==> src/rtl/alu_mc.sv <==
// Multicycle ALU: single-cycle logic/arith ops plus iterative MUL, DIVU and REMU,
// with valid/ready handshakes on both sides and registered result and flags.
module alu_mc #(
    parameter int XLEN = 32
) (
    input  logic            clk,
    input  logic            rst,
    input  logic            in_valid,
    output logic            in_ready,
    input  logic [XLEN-1:0] in1,
    input  logic [XLEN-1:0] in2,
    input  logic [3:0]      alu_ctrl,
    input  logic            flush,
    output logic            out_valid,
    input  logic            out_ready,
    output logic [XLEN-1:0] res,
    output logic            z_flg,
    output logic            n_flg,
    output logic            c_flg,
    output logic            v_flg,
    output logic            err
);

    localparam int SHW = $clog2(XLEN);
    localparam int CW  = $clog2(XLEN) + 1;
    localparam int MSB = XLEN - 1;

    localparam logic [1:0] IDLE = 2'd0;
    localparam logic [1:0] BUSY = 2'd1;
    localparam logic [1:0] DONE = 2'd2;

    localparam logic [3:0] OP_AND  = 4'b0000;
    localparam logic [3:0] OP_OR   = 4'b0001;
    localparam logic [3:0] OP_ADD  = 4'b0010;
    localparam logic [3:0] OP_SLL  = 4'b0011;
    localparam logic [3:0] OP_SUB  = 4'b0100;
    localparam logic [3:0] OP_SRL  = 4'b0101;
    localparam logic [3:0] OP_MUL  = 4'b0110;
    localparam logic [3:0] OP_XOR  = 4'b0111;
    localparam logic [3:0] OP_SLT  = 4'b1000;
    localparam logic [3:0] OP_SRA  = 4'b1001;
    localparam logic [3:0] OP_NOT  = 4'b1010;
    localparam logic [3:0] OP_NOR  = 4'b1011;
    localparam logic [3:0] OP_DIVU = 4'b1100;
    localparam logic [3:0] OP_REMU = 4'b1101;
    localparam logic [3:0] OP_SLTU = 4'b1110;
    localparam logic [3:0] OP_ILL  = 4'b1111;

    logic [1:0]      r_state;
    logic [3:0]      r_op;
    logic [CW-1:0]   r_cnt;
    logic [XLEN-1:0] r_a;
    logic [XLEN-1:0] r_b;
    logic [XLEN-1:0] r_acc;
    logic [XLEN-1:0] r_res;
    logic            r_z;
    logic            r_n;
    logic            r_c;
    logic            r_v;
    logic            r_err;

    logic [XLEN:0]   w_sum;
    logic [XLEN:0]   w_diff;
    logic [SHW-1:0]  w_shamt;
    logic [XLEN-1:0] w_sc_res;
    logic            w_sc_c;
    logic            w_sc_v;
    logic            w_sc_err;
    logic            w_is_mc;

    logic [XLEN-1:0] w_mul_acc;
    logic [XLEN:0]   w_rem_sh;
    logic [XLEN:0]   w_trial;
    logic            w_ge;
    logic [XLEN-1:0] w_rem_next;
    logic [XLEN-1:0] w_quo_next;
    logic [XLEN-1:0] w_mc_res;
    logic [XLEN-1:0] w_wr_res;

    assign w_sum   = {1'b0, in1} + {1'b0, in2};
    assign w_diff  = {1'b0, in1} - {1'b0, in2};
    assign w_shamt = in2[SHW-1:0];
    assign w_is_mc = (alu_ctrl == OP_MUL) || (alu_ctrl == OP_DIVU) || (alu_ctrl == OP_REMU);

    always_comb begin
        w_sc_res = '0;
        w_sc_c   = 1'b0;
        w_sc_v   = 1'b0;
        w_sc_err = 1'b0;
        case (alu_ctrl)
            OP_AND:  w_sc_res = in1 & in2;
            OP_OR:   w_sc_res = in1 | in2;
            OP_ADD: begin
                w_sc_res = w_sum[MSB:0];
                w_sc_c   = w_sum[XLEN];
                w_sc_v   = (in1[MSB] == in2[MSB]) && (w_sum[MSB] != in1[MSB]);
            end
            OP_SLL:  w_sc_res = in1 << w_shamt;
            OP_SUB: begin
                // Carry on subtract is no-borrow: set when in1 >= in2 unsigned.
                w_sc_res = w_diff[MSB:0];
                w_sc_c   = ~w_diff[XLEN];
                w_sc_v   = (in1[MSB] != in2[MSB]) && (w_diff[MSB] != in1[MSB]);
            end
            OP_SRL:  w_sc_res = in1 >> w_shamt;
            OP_XOR:  w_sc_res = in1 ^ in2;
            OP_SLT:  w_sc_res = {{(XLEN-1){1'b0}}, ($signed(in1) < $signed(in2))};
            OP_SRA:  w_sc_res = $unsigned($signed(in1) >>> w_shamt);
            OP_NOT:  w_sc_res = ~in1;
            OP_NOR:  w_sc_res = ~(in1 | in2);
            OP_SLTU: w_sc_res = {{(XLEN-1){1'b0}}, (in1 < in2)};
            OP_ILL:  w_sc_err = 1'b1;
            default: w_sc_res = '0;
        endcase
    end

    // MUL: r_a is the left-shifting multiplicand, r_b the right-shifting multiplier.
    assign w_mul_acc = r_acc + (r_b[0] ? r_a : '0);

    // DIVU/REMU: r_a shifts the dividend out and the quotient in, r_acc is the remainder.
    // A zero divisor always passes the trial, giving all-ones quotient and remainder = in1.
    assign w_rem_sh   = {r_acc, r_a[MSB]};
    assign w_trial    = w_rem_sh - {1'b0, r_b};
    assign w_ge       = ~w_trial[XLEN];
    assign w_rem_next = w_ge ? w_trial[MSB:0] : w_rem_sh[MSB:0];
    assign w_quo_next = {r_a[MSB-1:0], w_ge};

    always_comb begin
        w_mc_res = w_rem_next;
        if (r_op == OP_MUL) begin
            w_mc_res = w_mul_acc;
        end else if (r_op == OP_DIVU) begin
            w_mc_res = w_quo_next;
        end
    end

    assign w_wr_res = (r_state == BUSY) ? w_mc_res : w_sc_res;

    always_ff @(posedge clk or posedge rst) begin
        if (rst) begin
            r_state <= IDLE;
            r_op    <= '0;
            r_cnt   <= '0;
            r_a     <= '0;
            r_b     <= '0;
            r_acc   <= '0;
            r_res   <= '0;
            r_z     <= 1'b0;
            r_n     <= 1'b0;
            r_c     <= 1'b0;
            r_v     <= 1'b0;
            r_err   <= 1'b0;
        end else if (flush) begin
            r_state <= IDLE;
            r_cnt   <= '0;
        end else begin
            case (r_state)
                IDLE: begin
                    if (in_valid) begin
                        r_op <= alu_ctrl;
                        if (w_is_mc) begin
                            r_a     <= in1;
                            r_b     <= in2;
                            r_acc   <= '0;
                            r_cnt   <= CW'(XLEN);
                            r_state <= BUSY;
                        end else begin
                            r_res   <= w_wr_res;
                            r_z     <= (w_wr_res == '0);
                            r_n     <= w_wr_res[MSB];
                            r_c     <= w_sc_c;
                            r_v     <= w_sc_v;
                            r_err   <= w_sc_err;
                            r_state <= DONE;
                        end
                    end
                end
                BUSY: begin
                    if (r_op == OP_MUL) begin
                        r_acc <= w_mul_acc;
                        r_a   <= r_a << 1;
                        r_b   <= r_b >> 1;
                    end else begin
                        r_acc <= w_rem_next;
                        r_a   <= w_quo_next;
                    end
                    r_cnt <= r_cnt - CW'(1);
                    if (r_cnt == CW'(1)) begin
                        r_res   <= w_wr_res;
                        r_z     <= (w_wr_res == '0);
                        r_n     <= w_wr_res[MSB];
                        r_c     <= 1'b0;
                        r_v     <= 1'b0;
                        r_err   <= 1'b0;
                        r_state <= DONE;
                    end
                end
                DONE: begin
                    if (out_ready) begin
                        r_state <= IDLE;
                    end
                end
                default: r_state <= IDLE;
            endcase
        end
    end

    assign in_ready  = (r_state == IDLE);
    assign out_valid = (r_state == DONE);
    assign res       = r_res;
    assign z_flg     = r_z;
    assign n_flg     = r_n;
    assign c_flg     = r_c;
    assign v_flg     = r_v;
    assign err       = r_err;

endmodule

==> config.mk <==
export PLATFORM = sky130hd
export DESIGN_NAME = alu_mc
export DESIGN_NICKNAME = d
export VERILOG_FILES = /design/src/rtl/alu_mc.sv
export SDC_FILE = /design/constraint.sdc
export NUM_CORES = 1
export LEC_CHECK = 0
export CAP_MARGIN = 20
export CORE_ASPECT_RATIO = 1.25
export CORE_MARGIN = 2
export CORE_UTILIZATION = 45
export CTS_CLUSTER_SIZE = 8
export DETAILED_ROUTE_END_ITERATION = 6
export SLEW_MARGIN = 20
export SYNTH_ARGS = -nofsm -noshare
export SYNTH_HDL_FRONTEND = slang
export SYNTH_SLANG_ARGS = --single-unit
==> constraint.sdc <==
create_clock -name clk -period 12.1 [get_ports clk]
set_input_delay 1.21 -clock clk [delete_from_list [all_inputs] [get_ports clk]]
set_output_delay 1.21 -clock clk [all_outputs]
set_load 0.005 [all_outputs]
After elaboration in Yosys (flattened, before gate mapping):

Cells that the tools add are included.

* output and inout bits: 39
* word-level logic and storage cells: 131
* register bits: 145
* memories kept: 0
* memory bits (writable): 0
* memory bits (read-only): 0
* bits of input ports: 73
* bits in latches: 0

* $add $sub $neg: 5
* multiply operators: 0
* shift operators: 3
* multiplexer cells: 53
* eq/ne operators: 33
* magnitude comparators: 2
* bitwise operators: 8
* divide/modulo/power cells: 0
* reductions and logical operators: 15

Operators with widths (count)
* 32-bit 2-to-1 mux: 16
* 32-bit one-hot mux with 12 select lines: 1
* 32-bit one-hot mux with 2 select lines: 4
* 32-bit less-than comparator: 2
* 32-bit NOT: 2
* 4-bit == test (second input constant): 9
* 32-bit by 32-bit adder with 33-bit output: 1
* 32-bit by 32-bit subtractor with 33-bit output: 1
* 33-bit by 32-bit subtractor with 33-bit output: 1
* 32-bit adder: 1
* 32-bit AND: 1
* 32-bit zero test: 1
* 32-bit OR: 1
* 32-bit by 5-bit left shift with 32-bit output: 1
* 32-bit by 5-bit >> shifter with 32-bit output: 1
* 32-bit by 5-bit >>> shifter with 32-bit output: 1
* 32-bit XOR: 1
* 4-bit by 3-bit == test with 1-bit output (second input constant): 5
* 6-bit 2-to-1 mux: 3
* 1-bit 2-to-1 mux: 15
* 1-bit one-hot mux with 2 select lines: 7
* 6-bit one-hot mux with 2 select lines: 1
* 2-bit 2-to-1 mux: 5
* 5-bit AND reduction: 2
* other kinds (22): 36

Longest topological paths before layout:

* depth after elaboration: 9
* gate-level depth with buffers: 19
* gate-level depth less buffers: 16

Worst setup path before layout:

OpenSTA, ideal clock, no wires.

* kind: input-to-reg
* from: input in2[3]
* to: register r_z (netlist: z_flg)
* buffers on the path: 4
* stages on the path: 17
* arrival time: 5274 ps
* data required time: 12033 ps
* library setup time: 67 ps
* slack: 6759 ps
* cells stage by stage: clkbuf_1 -> inv_1 -> buf_1 -> buf_1 -> ha_1 -> buf_2 -> or4_1 -> a2111oi_2 -> o31ai_1 -> nor2b_1 -> mux2_2 -> a31oi_1 -> a221oi_2 -> inv_1 -> or4_1 -> nor4_1 -> a32o_1

* cells in the longest elaborated chain, start to end: 8
* elaborated cells on any way between the ends: 18
* classes of those cells: 2 x add/sub; 2 x order compare; 3 x shift; 6 x mux; 4 x bitwise; 1 x reduce/logical

RTL lines
* from (decl): RTL line 11 `input logic [XLEN-1:0] in2,`
* branches (longest 2 deep; another with 32-bit by 32-bit subtractor with 33-bit output)
* 32-bit one-hot mux with 12 select lines (*): RTL line 90 `case (alu_ctrl)`
* 32-bit 2-to-1 mux (*): RTL line 137 `assign w_wr_res = (r_state == BUSY) ? w_mc_res : w_sc_res;`
* 32-bit zero test (*): RTL line 169, 190
* 1-bit 2-to-1 mux: RTL line 161 `if (w_is_mc) begin`
* 1-bit 2-to-1 mux: RTL line 159 `if (in_valid) begin`
* 1-bit one-hot mux with 2 select lines (*): RTL line 157 `case (r_state)`
* to (signal assigned): RTL line 169 `r_z <= (w_wr_res == '0);`
* to (signal assigned): RTL line 190 `r_z <= (w_wr_res == '0);`
* to (decl): RTL line 56 `logic r_z;`

Every way passes the cells marked *. The select of a mux whose other input is x is not followed.
A chain may end at the register's enable or synchronous reset.

Worst setup path after layout:

* from: input in2[4]
* to: register r_z (netlist: z_flg)

The elaborated chain is that of the path after synthesis.

==> impl_metrics.toml <==
[run_status]
outcome = "completed"

[global_routing]
grt_max_degree = 87
use_met2_pct = 70.16
grt_pass1_vias = 24180
gr-total-overflow = 0
top_usage_layer = "met2"
use_met1_pct = 52.52
use_met3_pct = 8.016
antenna_found_initial = 1
grt_pass1_wl_um = 163000
grt.total_usage_pct = 44.58

[timing]
fin_tns_setup_ns = 0
setup_ws_ns = 5.500
finalCriticalPeriod_ns = 6.600
slew_violations = 0
fmax_mhz = 151.5
grt_setup_unrepaired = "no"
fin_skew_ns = 0.01655
period_share_pct = 54.54
setup_viol = 0
tightest_slew_ns = 1.230
hold_viol = 0
max-slew-margin-rel_pct = 17.10

[place]
port_buffers = 111
place_congestion = 1.085
dpl_worst_slack_ns = 5.306
hpwl_um = 87930

[synthesis]
synth-edff-count = 0
ys_ff_latch = 144
ys.flop_type = "dfrtp_1"
syn_area_um2 = 21530
synth_top_area_cell = "dfrtp_1"
synthCells = 2989
yosysUniqueCellTypes = 113
synth_area_leaders = "dfrtp_1 17%, ha_1 9.6%, nand2_1 7.1%"
yosysTopAreaCellShare_pct = 16.74
seq_area_frac_synth_pct = 16.74
synthesis.yosys.warnings = 0
async_flop_share_pct = 100.0
syn-num-nets = 3231
avgSynthCellArea_um2 = 7.202

[die]
io_pins = 112
die_w_um = 199.6
fp.dieH_um = 248.5
initial_core_util_pct = 45.59
fp-row-count = 89
core_um2 = 47220
die_area_um2 = 49610

[final_layout]
syn2layout_area_growth_pct = 9.590
final_cell_mix = "404 x nand2_1, 282 x nor2_1, 234 x a21oi_1, 214 x o21ai_0, 165 x ha_1"
layout.nets = 3199
final_common_cell = "nand2_1"
final_layout_size_suffix_gt1_share_pct = 7.710

[clocking]
cts_buffers = 17
clock_path_buffers = 2
post_cts_buffers = 0
cts_sinks = 144
htree_levels = 4
cts_root_buf = "clkbuf_16"
cts_tree = "yes"
path_clk_slew_ns = 0.07
cts_resized = 0
clk-insertion-delay-late_ns = 0.46
cts_hold_repair.buffers = 0

[worst_setup_path]
worstSetupPathType = "in -> reg"
reg2reg_depth = 15
critical_path.endpoint_type = "register"
reg2reg_setup_slack_ns = 6.48
cp.required_ns = 12.48
start_kind = "input port"
worstSetupStartpoint = "in2[4]"
r2r-end = "z_flg$_DFFE_PP0P_"
crit_fanout = 32
r2r-start = "r_b[0]$_DFFE_PP0P_"
worst_ep_arrival_time_ns = 6.98

[min_path]
hp-start = "err$_DFFE_PP0P_"
whs_endpoint = "err$_DFFE_PP0P_"
min_path_type = "reg -> reg"
min_path_cells = 2

[drt]
wl_um = 113100
vias = 25280
ant_nets = 0
drt_pass1_iterations = 7
viasPerCell = 7.008
drc = 0
drt-initial-drc-count = 2816
wire_per_inst_um = 31.35

[pwr]
ir_worst_vdd_mv = 0.08119
power.leakage_uw = 0.009918
powerDensity_nw_per_um2 = 137.8

[run]
drv_cap = 0
## report_power, final
| part | internal, uW | switching [uW] |
|---|---|---|
| sequential | 615 | 163 |
| clock | 372 | 231 |
| combinational | 683 | 1190 |
## layout make-up
type                       count  area, um^2
clock inverter                13       210.2
clock buffer                  19       442.9
antenna                        1       2.502
tap                          637       797.0
sequential                   144        3603
inverter                     159       601.8
fill                        4878       23620
timing repair buffer         169        1524
multi-input combinational   2466       16410
## cell families after synthesis
logic type                 Yosys count  synth area share (%)
DFF                                144                 16.74
buffers and inverters              379                 7.416
muxes                              145                 7.980
AOI/OAI and AO/OA                 1045                 32.68
xor gates and xnor gates            72                 2.929
and+or+nand+nor                   1035                 22.29
adders and majority gates          169                 9.962
## synth_stat cells, drive strengths merged, types with 14 or more instances
cell type and count:
nand2 406, or4 14, and3 16, o31ai 37
o21ai 219, xor2 23, o221ai 19, clkbuf 153
xnor2 49, a21o 39, a221oi 23, a31oi 104
mux2 43, mux4 17, nand2b 22, nor3 54
o211ai 39, nor2 286, dfrtp 144, nand4 28
a311oi 19, o21bai 16, buf 65, a211oi 55
nor4 31, nand3 50, a21oi 238, ha 165
a22o 16, nor2b 24, a211o 17, mux2i 85
inv 158, o22ai 21, and2 51, a22oi 22
## worst max-delay path by stage
stage | slack (ns) | end
floorplan | 6.76 | z_flg$_DFFE_PP0P_
global placement | 5.42 | z_flg$_DFFE_PP0P_
detailed placement | 5.31 | z_flg$_DFFE_PP0P_
CTS | 5.74 | z_flg$_DFFE_PP0P_
global route | 5.34 | z_flg$_DFFE_PP0P_
finish | 5.50 | z_flg$_DFFE_PP0P_
## per-stage QoR
| stage | hold WS, ns | cells | util (%) | instance area (um^2) | power [uW] |
|---|---|---|---|---|---|
| floorplan | 0.4491 | 2989 | - | 21530 | 1959 |
| global placement | 0.4540 | 3575 | 48.52 | 22910 | 2553 |
| detailed placement | 0.4592 | 3575 | 48.54 | 22920 | 2576 |
| CTS | 0.4767 | 3607 | 49.92 | 23570 | 3186 |
| global route | 0.5063 | 3607 | 49.96 | 23590 | 3420 |
| finish | 0.4700 | 3608 | 49.97 | 23590 | 3251 |
## routing by layer
layer  wire (um)  part of all wire, %
met5           0                    0
met4       11520                   10
met3        9705                  8.6
met2       50210                   44
met1       41690                   37
## flip-flops by register name, indices dropped and copies added (netlist names)
register / flops
err: 1
r_op: 4
r_acc: 32
z_flg: 1
r_b: 32
res: 32
v_flg: 1
r_cnt: 6
r_a: 32
r_state: 2
c_flg: 1
## critical path, cell delays in order
cell             delay [ns]
clkdlybuf4s50_1        0.46
buf_4                  0.38
inv_1                  0.39
ha_1                   0.54
a211oi_1               0.29
o31ai_1                0.18
a221oi_1               0.83
a21oi_1                0.28
o41ai_1                0.57
o32ai_1                0.15
nor2_1                 0.12
o211ai_1               0.15
or4_1                  0.55
nor4_1                 0.59
a32o_1                 0.26
Note: power is estimated with default switching activity, not from simulation.
==> RTL change, RTL diff (same settings) <==
Make the reset (`rst`) synchronous in one clocked block.
--- a/src/rtl/alu_mc.sv
+++ b/src/rtl/alu_mc.sv
@@ -136,7 +136,7 @@
 
     assign w_wr_res = (r_state == BUSY) ? w_mc_res : w_sc_res;
 
-    always_ff @(posedge clk or posedge rst) begin
+    always_ff @(posedge clk) begin
         if (rst) begin
             r_state <= IDLE;
             r_op    <= '0;
Formal check against the unedited RTL: differs if rst is asserted again (counterexample within 4 cycles, from zero or initial values and one cycle with rst high); with rst held inactive, the same outputs for 4 cycles.
==> RTL change against the unedited design <==
- first-iteration DRC count is 5.9% lower
- largest power group unchanged
- die area is 0.73% lower
- highest routed layer is now met5
- synthesized cell count is 2.9% higher
- total power is 39% lower
- sequential cell count stayed put
- cell area is 1.0% lower
- area after synthesis is 0.74% lower
- critical path depth stayed put
- wire length is 1.7% lower
- worst setup slack worse by 100 ps
==> RTL change: results (changes against the unedited design) <==
Post-synth top flop -> dfxtp_1
DP Area -> 22800 µm² (-0.67%)
overall routing resource usage -> 44.2% (-0.40 points)
mean post-synth cell area -> 6.94 µm² (-3.6%)
combinational power share -> 47.7% (-9.8 points)
Compound-Gate Fraction of Synth Area -> 32.2% (-0.50 points)
RR Startpoint -> r_a[31]
CP max stage delay -> 760 ps (-70 ps)
met2 routed WL -> 50.7 mm (+0.95%)
vias per inst -> 6.86 (-2.1%)
VDD IR max -> 74.5 µV (-8.3%)
layout cell share with drive strength beyond 1 -> 7.49% (-0.22 points)
sw power -> 876 µW (-45%)
CP startpoint -> in2[1]
Clk power -> 526 µW (-13%)
wire length on met1 -> 41.6 mm (-0.22%)
drt pass-1 iters -> 6 (-1)
initial antenna violation count -> 2 (+1)
Reg2Reg Setup Slack -> 6490 ps (about the same)
Setup Skew -> 14.3 ps (-2.28 ps)
Hold Path End -> res[24]
CP arrival -> 7060 ps (+80 ps)
Highest Signal Layer -> met5
Leakage -> 9.09 nW (-8.3%)
RR Endpoint -> z_flg
post-synthesis sequential area ratio -> 13.5% (-3.2 points)
pin count of the biggest net entering global routing -> 78 (-10%)
Filler cells -> 4826 (-1.1%)
hold path depth -> 2 (unchanged)
placed wire-length estimate -> 86.2 mm (-1.9%)
outcome -> finished clean
met3 wire length -> 8.97 mm (-7.5%)
XOR/XNOR Fraction of Synth Area -> 3.12% (+0.19 points)
# placed instances -> 3649 (+2.1%)
asr flop ratio synth -> 0% (-100 points)
final wirelength -> 111 mm (-1.7%)
first-pass GRT wire length -> 160 mm (-1.9%)
Final nets -> 3273 (+2.3%)
routing usage on met2 -> 71.9% (+1.7 points)
Slowest-stage cell, CP -> buf_4
Worst Tran Pin Value -> 1100 ps (-134 ps)
post-DR wirelength/cell -> 30.2 µm (-3.6%)
adder-cell share of the synthesized area -> 10.0% (+0.075 points)
Post-synth top cells -> nand2_1 (375), nor2_1 (369), a21oi_1 (260), o21ai_0 (182), clkbuf_1 (166)
post-synthesis mux area share -> 9.47% (+1.5 points)
Placer Congestion -> 1.05 (-2.8%)
Cell variety after synth -> 98 (-13%)
Initial DRC Count -> 2650 (-5.9%)
worst hold margin -> 470 ps (-0.432 ps)
syn_nets -> 3319 (+2.7%)
dpl ws -> 4980 ps (-324 ps)
crit path max fanout -> 59 (+84%)
Synth area leaders -> dfxtp_1 (13%), ha_1 (9.7%), nand2_1 (6.6%)
internal power -> 1.11 mW (-33%)
Register Area -> 2880 µm² (-20%)
[RTL change: cell types whose count changed after synthesis, moves of 23 or more]
cell / unedited run / this run
dfrtp_1: 144 / 0
dfxtp_1: 0 / 144
nor2_1: 284 / 369
a31oi_1: 103 / 35
a311oi_1: 19 / 71
o21ai_0: 214 / 182
nand2_1: 405 / 375
a21oi_1: 235 / 260
nor3_1: 53 / 76
[RTL change: worst max-delay path by stage]
stage          slack, ps  cells past startpoint    end
3_5_place_dp        4980                     16  z_flg
3_3_place_gp        5120                     16  z_flg
6_report            5400                     15  z_flg
4_1_cts             5440                     16  z_flg
2_1_floorplan       7070                     18  z_flg
5_1_grt             5000                     15  z_flg
[RTL change: layout make-up]
cell class,count,share of cell area (%)
Antenna cell,1,0.0107
Clock buffer,21,2.01
Clock inverter,10,0.445
Inverter,155,2.49
Multi-Input combinational cell,2539,72.6
Sequential cell,144,12.3
Tap cell,637,3.41
Timing Repair Buffer,174,6.70
